==> src/rtl/cpu.sv <==
// cpu: 5-stage in-order pipeline (IF/ID/EX/MEM/WB) with a built-in program ROM.
// The pipeline advances once every 32 clocks (sys_en); an iterative multiplier
// runs on the raw clock between sys_en edges.
module cpu (
  input  logic        clk,
  input  logic        rst,
  input  logic [31:0] data_bus_read,
  output logic [31:0] addr,
  output logic        cs,
  output logic        wr_rd,
  output logic [31:0] data_bus_write
);

  typedef enum logic [3:0] {
    OP_NOP  = 4'd0,
    OP_ADD  = 4'd1,
    OP_SUB  = 4'd2,
    OP_AND  = 4'd3,
    OP_OR   = 4'd4,
    OP_MUL  = 4'd5,
    OP_ADDI = 4'd6,
    OP_LW   = 4'd7,
    OP_SW   = 4'd8
  } op_e;

  typedef enum logic [1:0] {M_IDLE, M_LOAD, M_BUSY, M_DONE} mul_state_e;

  function automatic logic [31:0] enc(input logic [3:0] op, input logic [4:0] rd,
                                      input logic [4:0] rs, input logic [15:0] low);
    return {op, 2'b00, rd, rs, low};
  endfunction

  // ---------------- clock divider ----------------
  logic [4:0] div;
  logic       sys_en;
  assign sys_en = (div == 5'd31);

  // Free-running divider producing one sys_en clock in every 32.
  always_ff @(posedge clk) begin
    if (!rst) div <= '0;
    else      div <= div + 5'd1;
  end

  // ---------------- IF ----------------
  logic [5:0]  pc;
  logic [31:0] rom_word;
  logic [31:0] if_id;

  // Program ROM; every word past the setup sequence is SW r8,0(r7).
  always_comb begin
    rom_word = enc(OP_SW, 5'd8, 5'd7, 16'd0);
    case (pc)
      6'd0:  rom_word = enc(OP_ADDI, 5'd1, 5'd0, 16'd2001);
      6'd1:  rom_word = enc(OP_ADDI, 5'd2, 5'd0, 16'd4001);
      6'd2:  rom_word = enc(OP_ADDI, 5'd3, 5'd0, 16'd5001);
      6'd3:  rom_word = enc(OP_ADDI, 5'd4, 5'd0, 16'd3001);
      6'd4:  rom_word = enc(OP_MUL,  5'd5, 5'd1, {5'd2, 11'd0});
      6'd5:  rom_word = '0;
      6'd6:  rom_word = enc(OP_ADD,  5'd6, 5'd3, {5'd4, 11'd0});
      6'd7:  rom_word = enc(OP_ADDI, 5'd7, 5'd0, 16'h0DFF);
      6'd8:  rom_word = '0;
      6'd9:  rom_word = enc(OP_SUB,  5'd8, 5'd5, {5'd6, 11'd0});
      6'd10: rom_word = '0;
      6'd11: rom_word = '0;
      default: ;
    endcase
  end

  // Fetch: PC saturates at the last ROM word.
  always_ff @(posedge clk) begin
    if (!rst) begin
      pc    <= '0;
      if_id <= '0;
    end else if (sys_en) begin
      if_id <= rom_word;
      if (pc != 6'd63) pc <= pc + 6'd1;
    end
  end

  // ---------------- ID ----------------
  logic [3:0]  id_op;
  logic [4:0]  id_rd, id_rs, id_rt;
  logic [31:0] id_imm;
  logic        unused_fields;
  assign id_op  = if_id[31:28];
  assign id_rd  = if_id[25:21];
  assign id_rs  = if_id[20:16];
  assign id_rt  = if_id[15:11];
  assign id_imm = {{16{if_id[15]}}, if_id[15:0]};
  assign unused_fields = &{1'b0, if_id[27:26]};

  logic [31:0] regs [32];
  logic [3:0]  wb_op;
  logic [4:0]  wb_rd;
  logic [31:0] wb_data;
  logic        wb_we;
  assign wb_we = (wb_op >= OP_ADD) && (wb_op <= OP_LW) && (wb_rd != 5'd0);

  logic [31:0] rs_val, rt_val, rd_val;

  // Register reads with WB bypass; r0 always reads zero.
  always_comb begin
    rs_val = regs[id_rs];
    rt_val = regs[id_rt];
    rd_val = regs[id_rd];
    if (wb_we && wb_rd == id_rs) rs_val = wb_data;
    if (wb_we && wb_rd == id_rt) rt_val = wb_data;
    if (wb_we && wb_rd == id_rd) rd_val = wb_data;
    if (id_rs == 5'd0) rs_val = '0;
    if (id_rt == 5'd0) rt_val = '0;
    if (id_rd == 5'd0) rd_val = '0;
  end

  // Register file write-back.
  always_ff @(posedge clk) begin
    if (!rst) begin
      for (int unsigned i = 0; i < 32; i++) regs[i] <= '0;
    end else if (sys_en && wb_we) begin
      regs[wb_rd] <= wb_data;
    end
  end

  logic [3:0]  ex_op;
  logic [4:0]  ex_rd;
  logic [31:0] ex_a, ex_b, ex_imm, ex_st;

  // ID/EX pipeline register.
  always_ff @(posedge clk) begin
    if (!rst) begin
      ex_op <= '0; ex_rd <= '0; ex_a <= '0; ex_b <= '0; ex_imm <= '0; ex_st <= '0;
    end else if (sys_en) begin
      ex_op  <= id_op;
      ex_rd  <= id_rd;
      ex_a   <= rs_val;
      ex_b   <= rt_val;
      ex_imm <= id_imm;
      ex_st  <= rd_val;
    end
  end

  // ---------------- EX: multiplier ----------------
  mul_state_e  mul_state, mul_next;
  logic [31:0] mul_mcand, mul_prod;
  logic [15:0] mul_mplier;
  logic [3:0]  mul_cnt;

  // Multiplier state register.
  always_ff @(posedge clk) begin
    if (!rst) mul_state <= M_IDLE;
    else      mul_state <= mul_next;
  end

  // Multiplier sequencing; a sys_en edge that moves MUL into EX arms a load.
  always_comb begin
    mul_next = mul_state;
    case (mul_state)
      M_LOAD:  mul_next = M_BUSY;
      M_BUSY:  if (mul_cnt == 4'd15) mul_next = M_DONE;
      default: ;
    endcase
    if (sys_en) mul_next = (id_op == OP_MUL) ? M_LOAD : M_IDLE;
  end

  // Shift-add datapath, one multiplier bit per clock.
  always_ff @(posedge clk) begin
    if (!rst) begin
      mul_mcand <= '0; mul_mplier <= '0; mul_prod <= '0; mul_cnt <= '0;
    end else begin
      case (mul_state)
        M_LOAD: begin
          mul_mcand  <= {16'd0, ex_a[15:0]};
          mul_mplier <= ex_b[15:0];
          mul_prod   <= '0;
          mul_cnt    <= '0;
        end
        M_BUSY: begin
          if (mul_mplier[0]) mul_prod <= mul_prod + mul_mcand;
          mul_mcand  <= mul_mcand << 1;
          mul_mplier <= mul_mplier >> 1;
          mul_cnt    <= mul_cnt + 4'd1;
        end
        default: ;
      endcase
    end
  end

  // ---------------- EX: ALU ----------------
  logic [31:0] alu_b, alu_res, ex_result;

  // ALU and result select.
  always_comb begin
    alu_b = (ex_op == OP_ADDI || ex_op == OP_LW || ex_op == OP_SW) ? ex_imm : ex_b;
    case (ex_op)
      OP_SUB:  alu_res = ex_a - alu_b;
      OP_AND:  alu_res = ex_a & alu_b;
      OP_OR:   alu_res = ex_a | alu_b;
      default: alu_res = ex_a + alu_b;
    endcase
    ex_result = (ex_op == OP_MUL) ? mul_prod : alu_res;
  end

  // ---------------- MEM ----------------
  logic [3:0]  mem_op;
  logic [4:0]  mem_rd;
  logic [31:0] d_mem, mem_st;
  logic        mem_cs, mem_wr;

  // EX/MEM register; also drives the bus outputs.
  always_ff @(posedge clk) begin
    if (!rst) begin
      mem_op <= '0; mem_rd <= '0; d_mem <= '0; mem_st <= '0;
      mem_cs <= 1'b1; mem_wr <= 1'b1;
    end else if (sys_en) begin
      mem_op <= ex_op;
      mem_rd <= ex_rd;
      d_mem  <= ex_result;
      mem_st <= ex_st;
      mem_cs <= !(ex_op == OP_LW || ex_op == OP_SW);
      mem_wr <= (ex_op != OP_SW);
    end
  end

  assign addr           = d_mem;
  assign data_bus_write = mem_st;
  assign cs             = mem_cs;
  assign wr_rd          = mem_wr;

  // MEM/WB register; LW data is captured from the bus here.
  always_ff @(posedge clk) begin
    if (!rst) begin
      wb_op <= '0; wb_rd <= '0; wb_data <= '0;
    end else if (sys_en) begin
      wb_op   <= mem_op;
      wb_rd   <= mem_rd;
      wb_data <= (mem_op == OP_LW) ? data_bus_read : d_mem;
    end
  end

endmodule

==> config.mk <==
export PLATFORM = sky130hd
export DESIGN_NAME = cpu
export DESIGN_NICKNAME = d
export VERILOG_FILES = /design/src/rtl/cpu.sv
export SDC_FILE = /design/constraint.sdc
export NUM_CORES = 2
export LEC_CHECK = 0
export ABC_AREA = 1
export ABC_CLOCK_PERIOD_IN_PS = 3850
export CAP_MARGIN = 20
export CORE_MARGIN = 4
export CORE_UTILIZATION = 35
export CTS_BUF_LIST = sky130_fd_sc_hd__clkbuf_4 sky130_fd_sc_hd__clkbuf_8 sky130_fd_sc_hd__clkbuf_16
export CTS_CLUSTER_SIZE = 14
export DETAILED_ROUTE_END_ITERATION = 8
export GPL_TIMING_DRIVEN = 0
export PLACE_DENSITY = 0.61
export REMOVE_ABC_BUFFERS = 1
export SLEW_MARGIN = 20
export SYNTH_ARGS = -nofsm -noshare
export SYNTH_HDL_FRONTEND = slang
export SYNTH_SLANG_ARGS = --single-unit
==> constraint.sdc <==
create_clock -name clk -period 3.85 [get_ports clk]
set_clock_uncertainty 0.1 [all_clocks]
set_input_delay 0.77 -clock clk [delete_from_list [all_inputs] [get_ports clk]]
set_output_delay 0.77 -clock clk [all_outputs]
set_load 0.02 [all_outputs]
==> impl_metrics.csv <==
group,metric,value,unit
global_route,antenna_found_initial,5,
yosys,async_flop_share,0,%
route,wire_per_inst,22.7,um
yosys,yosys_warnings,0,
yosys,syn_area,46600,um^2
pwr,power_density,377,nW/um^2
worst_hold_path,hold_start,"rst",
route,ant_nets,0,
yosys,yosysSeqAreaShare,48.2,%
route,first_iter_violations,4922,
clock_network,clk_path_buf_depth,3,
worst_hold_path,hold_end,"pc[2]",
yosys,yosys.area_share.simple,21.8,%
yosys,yosys.cell_types.count,52,
clock_network,clkTransAtPathRegs,0.07,ns
setup_path,crit_path_frequent_cell,"nor2_4",
yosys,synthAdderAreaFrac,2.05,%
finish,final_nets,6076,
yosys,synth.top_cell.area_share,33.0,%
floorplanning,design.portCount,100,
setup_path,timing.rr.start,"ex_op[3]",
yosys,synth.most_common_cell,"nand2_1",
global_route,overflow,0,
setup_path,crit_type,"register to register",
yosys,synth_edf_count,512,
sta,slew_headroom,-2.81,%
global_route,grt_pass1_vias,40600,
placement,portBuffers,99,
finish,synthToLayoutAreaGrowth,20.6,%
clock_network,h-tree-depth,3,
finish,drive_gt1_share,11.0,%
clock_network,cts_made_buffers,96,
sta,max_freq,233,MHz
setup_path,cp.required,4.40,ns
pwr,ir_worst_vdd,316,uV
route,drc_errors,0,
worst_hold_path,hold_path.class,"primary input to register",
yosys,synth_xor_area_share,0.846,%
yosys,synth-compound-area-share,19.8,%
global_route,grtUsageTotal,23.9,%
global_route,grt_pass1_wl,257000,um
setup_path,end_kind,"register",
global_route,grt_max_degree,116,
floorplanning,initial_core_util,35.3,%
setup_path,cp_slowest_cell,"dfxtp_4",
sta,hold_ws,0.327,ns
yosys,muxShareOfSynthArea,0,%
sta,period_minus_slack,4.28,ns
setup_path,crit_family,"simple AND/OR/NAND/NOR gates",
yosys,synthTopCellsByArea,"edfxtp_1 33%, dfxtp_1 15%, nand2_1 11%",
setup_path,critical_path.max_stage_delay,0.38,ns
yosys,synthTopCellsByCount,"1355 x nand2_1, 878 x nor2_1, 725 x a21oi_1, 512 x edfxtp_1, 423 x inv_1",
clock_network,cts-hold-fix-buffers,0,
setup_path,critPathArrivalTime,4.83,ns
route,firstDrtPassIters,6,
sta,worst_slew_pin_slew,1.54,ns
yosys,synth_area_leader_cell,"edfxtp_1",
yosys,syn_inst,6006,
yosys,avgSynthCellArea,7.75,um^2
setup_path,crit_buf_inv,5,
route,wl,177000,um
setup_path,start_kind,"register",
floorplanning,die_h,373,um
setup_path,r2r_cells,29,
placement,dp_hpwl,109000,um
yosys,synthFlopType,"edfxtp_1",
sta,finalWorstSetupSlack,-0.435,ns
sta,rsz0062_at_grt,"true",
sta,fin_crit_sh,111,%
floorplanning,dieArea,139000,um^2
setup_path,r2r_setup_slack,-0.43,ns
run,max-cap-violations,1,
clock_network,worstSkewPairLatency,0.73,ns
route,dr_total_vias,43900,
run_status,violations,"capacitance limit, slew limit, setup timing",
clock_network,cts-root-buf,"clkbuf_16",
yosys,synth_top_family_by_area,"simple AND/OR/NAND/NOR gates",
placement,placed_cell_area,49900,um^2
worst_hold_path,hold_path_depth,3,
route,via_per_inst,5.62,
floorplanning,core-area,132000,um^2
sta,maxSlewViolCount,6,
pwr,p_leak,21.6,nW
sta,final-hold-violation-count,0,
setup_path,rr_endpoint,"addr[28]",
sta,finalSetupViolCount,12,
setup_path,cp_max_fo,6,
yosys,synth_seq_cells,866,
floorplanning,rows,133,
placement,gp_congestion,0.905,
finish,fin_area,56100,um^2
setup_path,startpoint,"ex_op[3]",
run_status,status,"finished with violations",
floorplanning,dieWidth,373,um
clock_network,cts_tree,"done",
clock_network,clock_sinks,866,
==> layout by cell type (no fill, tap or decap), types with 31 or more instances in the layout <==
master              n
buf_12             35
o21ai_0           370
nand2_1          1281
conb_1             32
clkbuf_16         105
nor2_1            841
a21oi_1           691
buf_4              64
a221oi_1           80
ha_1               58
dfxtp_1           341
nand3_1           169
inv_1             404
a211oi_1           36
nand2_2            44
nand2_8            33
o211ai_1          262
buf_16             31
edfxtp_1          512
clkdlybuf4s50_1    98
==> worst max path at each step <==
| stage | to | slack [ns] | cells past startpoint |
|---|---|---|---|
| detailed placement | addr[28] | -1.81 | 25 |
| floorplan | ex_st[30] | -6.47 | 7 |
| global placement | regs[14][6] | -19.84 | 5 |
| finish | addr[28] | -0.43 | 29 |
| CTS | addr[23] | -0.39 | 27 |
| global route | addr[29] | -0.58 | 26 |
==> worst reg2reg max path, delay by kind of cell (launching register included) <==
kind                     cells  cell delay [ns]
AND/OR/NAND/NOR             17             2.00
adder cells (fa/ha/maj)      1             0.32
XOR/XNOR                     1             0.16
buffers and inverters        5             0.44
AO/OA/AOI/OAI                5             0.81
flip-flops                   1             0.38
==> layer usage <==
metal | global-route usage (%) | vias up | wire length, um
li1 | - | 20400 | -
met1 | 30.2 | 20900 | 69100
met2 | 40.0 | 2113 | 83600
met3 | 3.59 | 436 | 15200
met4 | 11.8 | 2 | 9240
met5 | 0 | - | 13
==> state kept, by name, summed over array words and instances, names as in the netlist, 6 cells and up, named ones only <==
signal          cells
addr               32
data_bus_write     32
ex_a               32
ex_b               32
ex_imm             10
ex_st              32
if_id              20
mul_mcand          32
mul_mplier         16
mul_prod           32
pc                  6
regs              512
wb_data            32
==> layout make-up <==
cell class              count  area [um^2]
diodes                      1         2.50
clock buffers             131         2860
clock inverters            51          579
fillers                 12900        75700
inverters                 435         1740
multi-input cells        4311        22700
flip-flops and latches    866        22500
well taps                1755         2200
repair buffers            255         3510
repair inverters            2         13.8
==> kinds of logic after synthesis <==
kind of cell | Yosys count
AO/OA/AOI/OAI | 1588
adder cells (fa/ha/maj) | 75
buffers and inverters | 880
flip-flops | 866
other | 1
AND/OR/NAND/NOR | 2551
XOR/XNOR | 45
==> through the flow <==
stage | std cells | setup TNS (ns) | setup WS (ns) | util, % | power [mW]
2_1_floorplan | 5592 | -5429.51 | -6.47 | - | 10.9
3_3_place_gp | 7446 | - | -19.84 | 36.5 | 11.2
3_5_place_dp | 7511 | -959.58 | -1.81 | 37.9 | 11.3
4_1_cts | 7767 | -2.95 | -0.387 | 41.8 | 21.2
5_1_grt | 7806 | -6.19 | -0.582 | 42.6 | 21.7
6_report | 7807 | -2.99 | -0.435 | 42.6 | 21.2
==> power by group <==
part	leakage (nW)	switching [mW]	total (mW)	internal, mW
sequential	7.73	0.129	10.2	10.1
combinational	12.2	0.682	0.966	0.284
clock	1.71	4.09	10.0	5.91
total	21.6	4.90	21.2	16.3
==> repair_timing <==
| item | in CTS | in global routing |
|---|---|---|
| resized for setup | 188 | 177 |
| endpoints found under the setup margin | 991 | 435 |
| gates cloned | 24 | 8 |
| setup buffers | 51 | 33 |
| pin swaps | 48 | 78 |
No activity file was read; power rests on OpenSTA's default activity.
